==> src/rtl/m72_irq_ctrl.sv <==
// m72_irq_ctrl: latches VBLK-rise and HINT raster-match events as CPU interrupt
// requests, runs the V30 two-INTA acknowledge handshake and returns the vector
// of the serviced source on the second acknowledge. Also hosts the CPU-writable
// enable / pending-clear register.
module m72_irq_ctrl #(
  parameter logic [7:0] VBL_VECTOR   = 8'h20,
  parameter logic [7:0] HINT_VECTOR  = 8'h22,
  parameter int         VBL_PRIORITY = 1
) (
  input  logic       CLK_32M,
  input  logic       RESET,
  input  logic       VBLK,
  input  logic       HINT,
  input  logic       WR,
  input  logic [7:0] D,
  input  logic       INTA,
  output logic       INT_REQ,
  output logic [7:0] INT_VECTOR,
  output logic       VECTOR_VALID,
  output logic [1:0] PENDING,
  output logic [1:0] ENABLE
);

  typedef enum logic [1:0] {
    IDLE = 2'd0,
    REQ  = 2'd1,
    ACK1 = 2'd2
  } state_t;

  state_t     state;
  logic       vblk_d;
  logic       hint_d;
  logic       src_hint;   // source chosen for the handshake: 1 = HINT, 0 = VBL
  logic [7:0] vec_lat;    // vector of the chosen source

  logic [1:0] rise;
  logic [1:0] active;
  logic       sel_hint;
  logic [1:0] wr_clr;
  logic [1:0] ack_clr;
  logic [1:0] pend_nxt;

  // D[5:2] carry no register bits
  logic       unused_d;
  assign unused_d = ^D[5:2];

  // Returns 1 when HINT should be serviced among the active sources.
  function automatic logic pick_hint(input logic [1:0] act);
    logic win;
    if (act == 2'b11)
      win = (VBL_PRIORITY == 0);
    else
      win = act[1];
    return win;
  endfunction

  // Vector belonging to a source.
  function automatic logic [7:0] vector_of(input logic is_hint);
    return is_hint ? HINT_VECTOR : VBL_VECTOR;
  endfunction

  // Edge detection, pending set/clear resolution (set always beats clear)
  always_comb begin
    rise     = {HINT & ~hint_d, VBLK & ~vblk_d} & ENABLE;
    active   = PENDING & ENABLE;
    sel_hint = pick_hint(active);
    wr_clr   = WR ? {D[7], D[6]} : 2'b00;
    ack_clr  = 2'b00;
    if (state == ACK1 && INTA)
      ack_clr = src_hint ? 2'b10 : 2'b01;
    pend_nxt = (PENDING & ~(wr_clr | ack_clr)) | rise;
  end

  // Input history, pending bits and the enable register
  always_ff @(posedge CLK_32M or posedge RESET) begin
    if (RESET) begin
      vblk_d  <= 1'b0;
      hint_d  <= 1'b0;
      PENDING <= 2'b00;
      ENABLE  <= 2'b00;
    end else begin
      vblk_d  <= VBLK;
      hint_d  <= HINT;
      PENDING <= pend_nxt;
      if (WR)
        ENABLE <= D[1:0];
    end
  end

  // Request / two-cycle acknowledge handshake with registered outputs
  always_ff @(posedge CLK_32M or posedge RESET) begin
    if (RESET) begin
      state        <= IDLE;
      INT_REQ      <= 1'b0;
      INT_VECTOR   <= 8'h00;
      VECTOR_VALID <= 1'b0;
      src_hint     <= 1'b0;
      vec_lat      <= 8'h00;
    end else begin
      VECTOR_VALID <= 1'b0;
      case (state)
        IDLE: begin
          // INTA here belongs to nobody and is ignored
          if (active != 2'b00) begin
            state    <= REQ;
            INT_REQ  <= 1'b1;
            src_hint <= sel_hint;
            vec_lat  <= vector_of(sel_hint);
          end
        end
        REQ: begin
          if (INTA) begin
            // Re-resolve at acknowledge time; if the request was just
            // withdrawn, keep the source captured on entry.
            if (active != 2'b00) begin
              src_hint <= sel_hint;
              vec_lat  <= vector_of(sel_hint);
            end
            INT_REQ <= 1'b0;
            state   <= ACK1;
          end else if (active == 2'b00) begin
            INT_REQ <= 1'b0;
            state   <= IDLE;
          end
        end
        ACK1: begin
          if (INTA) begin
            INT_VECTOR   <= vec_lat;
            VECTOR_VALID <= 1'b1;
            state        <= IDLE;
          end
        end
        default: begin
          INT_REQ <= 1'b0;
          state   <= IDLE;
        end
      endcase
    end
  end

endmodule
==> config.mk <==
export PLATFORM = sky130hd
export DESIGN_NAME = m72_irq_ctrl
export DESIGN_NICKNAME = d
export VERILOG_FILES = /design/src/rtl/m72_irq_ctrl.sv
export SDC_FILE = /design/constraint.sdc
export NUM_CORES = 1
export LEC_CHECK = 0
export CAP_MARGIN = 40
export CORE_MARGIN = 3
export CORE_UTILIZATION = 38
export DETAILED_ROUTE_END_ITERATION = 8
export PLACE_DENSITY = 0.76
export SKIP_CTS_REPAIR_TIMING = 1
export SKIP_LAST_GASP = 1
export SYNTH_ARGS = -nofsm -noshare
export SYNTH_HDL_FRONTEND = slang
export SYNTH_SLANG_ARGS = --single-unit
==> constraint.sdc <==
create_clock -name CLK_32M -period 1.8 [get_ports CLK_32M]
set_clock_uncertainty 0.05 [all_clocks]
set_input_delay 0.18 -clock CLK_32M [delete_from_list [all_inputs] [get_ports CLK_32M]]
set_output_delay 0.18 -clock CLK_32M [all_outputs]
set_load 0.01 [all_outputs]
==> results.md <==
* Outcome: finished clean
* Crit-path max cell delay at 0.57 ns
* Largest net degree at the start of global routing at 15
* PortBufs at 17
* Final period util at 82.5%
* Clk sink count at 14
* Setup TNS at 0 ns
* Total GRT Usage at 12.9%
* Worst min path class: primary input to async pin
* Nets at 90
* Mapped Area at 623 um2
* Via count at 438
* Final min period at 1.49 ns
* GR Util met1 at 15.4%
* H-Tree Depth at 1
* Row cnt at 13
* P_leak at 0.378 nW
* DRC violations left at 0
* TritonCTS Buffers at 3
* Slew HR at 66.5%
* Max rail drop VDD at 0.850 mV
* Setup violators final at 0
* Reg2reg start: state[0]$_DFFE_PP0P_
* Slew @ Worst Pin at 0.503 ns
* Slowest CP cell: clkdlybuf4s50_1
* Fmax at 673 MHz
* Met2 Use GR at 20.9%
* Antenna violations before repair at 0
* Worst path depth at 1
* Post-synthesis sequential area ratio at 56.2%
* CP Launch Type: register
* DIE WIDTH at 46.5 um
* CP Buf/Inv Count at 1
* First-pass GRT wire length at 1930 um
* Top Ports at 28
* Final slew viol count at 0
* Clock root buffer: clkbuf_4
* FF-to-FF path depth at 3
* Full die area at 2160 um2
* Yosys cell types at 23
* CP endpoint kind: output pin
* PwrDens at 1090 nW/um2
* Die span in y at 46.5 um
* CP cell instances: clkdlybuf4s50_1
* Hold WS at 0.177 ns
* Hold Fails Final Rpt at 0
* Initial Utilization at 44.0%
* Syn. warnings at 0
* RSZ-0062 raised after global routing: no
* Routed WL at 1110 um
* Routability-driven placement congestion ratio at 0.702
* CP startpoint: PENDING[1]$_DFF_PP0_
* Worst R2R Setup Slack at 0.55 ns
* Max Cap Violations at 0
* Clock Path Buffers at 2
* HPWL after detailed placement at 910 um
* Antenna-violating nets left at 0
* Yosys reg bits at 14
* Layout cells sized above 1 at 14.9%
* Wire per inst at 12.5 um
* # fillers at 133
* Area Overhead vs Synth at 29.7%
* Tot Pwr at 881 uW
* Diodes inserted at 0
* Avg Inst Size Synth at 11.3 um2
* DRT Pass-1 Iters at 4
* Crit path max-delay family: buffers and inverters
* Grt ovf at 0
* TritonCTS clock tree: yes
* Clk slew on worst S/H paths at 0.07 ns
* Maximum fanout along the worst path at 4
* Initial DRC Count at 5
* Setup Crit Path Kind: register to output pin
* Worst-Skew Late Latency at 0.27 ns
* Vias in the first global route at 444
* R2R Path End: vec_lat[1]$_DFFE_PP0P_
* Critical Path AT at 1.26 ns
* Mapped Cells at 55
* WP data required at 1.57 ns
* Grt peak-use layer: met2
* Via density at 4.92
* Met3 Use GR at 4.69%
* Core area at 1420 um2
cell type report:
type                    instances  area [um2]  area share [%]
flip-flops and latches         14         350            43.3
well taps                      15        18.8            2.32
repair buffers                 17         170            21.1
inverters                       3        11.3            1.39
clock buffers                   3        22.5            2.79
multi-input cells              37         235            29.1
sequential cells by signal (all words and copies together), names as in the netlist:
signal / count
INT_REQ: 1
state: 2
ENABLE: 2
vblk_d: 1
INT_VECTOR: 2
vec_lat: 2
hint_d: 1
PENDING: 2
VECTOR_VALID: 1
cells in the mapped netlist (all sizes together):
cell type,number,area [um2]
conb,1,3.75
o211ai,1,7.51
o2bb2ai,1,8.76
o21bai,1,7.51
nor2b,2,12.5
a21oi,2,10.0
or2,2,12.5
a22oi,1,12.5
dfrtp,14,350
nand3b,2,27.5
a32o,1,10.0
mux2,3,33.8
nand2,11,43.8
o21ai,2,10.0
buf,6,45.0
inv,3,11.3
nand2b,1,6.26
nor3,1,10.0
power breakdown:
part           internal (mW)  switching (mW)  total, mW
sequential             0.382          0.0631      0.445
combinational          0.161           0.111      0.272
clock                 0.0774          0.0869      0.164
total                  0.620           0.261      0.881
cells by family (layout without fill, tap and decap cells):
kind of cell,Yosys count,after routing,share of synthesized area [%]
multiplexers,3,3,5.42
AO/OA/AOI/OAI,9,9,10.6
AND/OR/NAND/NOR,19,19,18.1
buffers and inverters,9,23,9.04
other,1,6,0.602
flip-flops,14,14,56.2
stage by stage:
stage                     utilization, %  instances  worst slack [ns]  area, um2
after floorplan                        -         60             0.602        642
after global placement              55.5         86             0.232        786
after detailed placement            55.5         86             0.209        786
after CTS                           57.1         89             0.300        808
after global routing                57.1         89             0.252        808
final                               57.1         89             0.314        808
worst max-delay path by stage:
stage | end
global route | PENDING[1]
global placement | vec_lat[1]$_DFFE_PP0P_
floorplan | vec_lat[1]$_DFFE_PP0P_
detailed placement | vec_lat[1]$_DFFE_PP0P_
CTS | ENABLE[0]
finish | PENDING[1]
placed cells by master, fill, tap and decap left out, types with 2 or more instances in the layout:
cell / n
conb_1: 6
a21oi_1: 2
inv_1: 2
mux2_2: 2
clkbuf_4: 3
o21ai_0: 2
dfrtp_1: 14
clkdlybuf4s50_1: 17
nand2_1: 10
nor2b_1: 2
per-layer routing:
metal / share of wire [%] / wire, um
met1: 39 / 438
met2: 52 / 576
met3: 7.7 / 86
met4: 1.1 / 12
met5: 0 / 0
No activity file was read; power rests on OpenSTA's default activity.
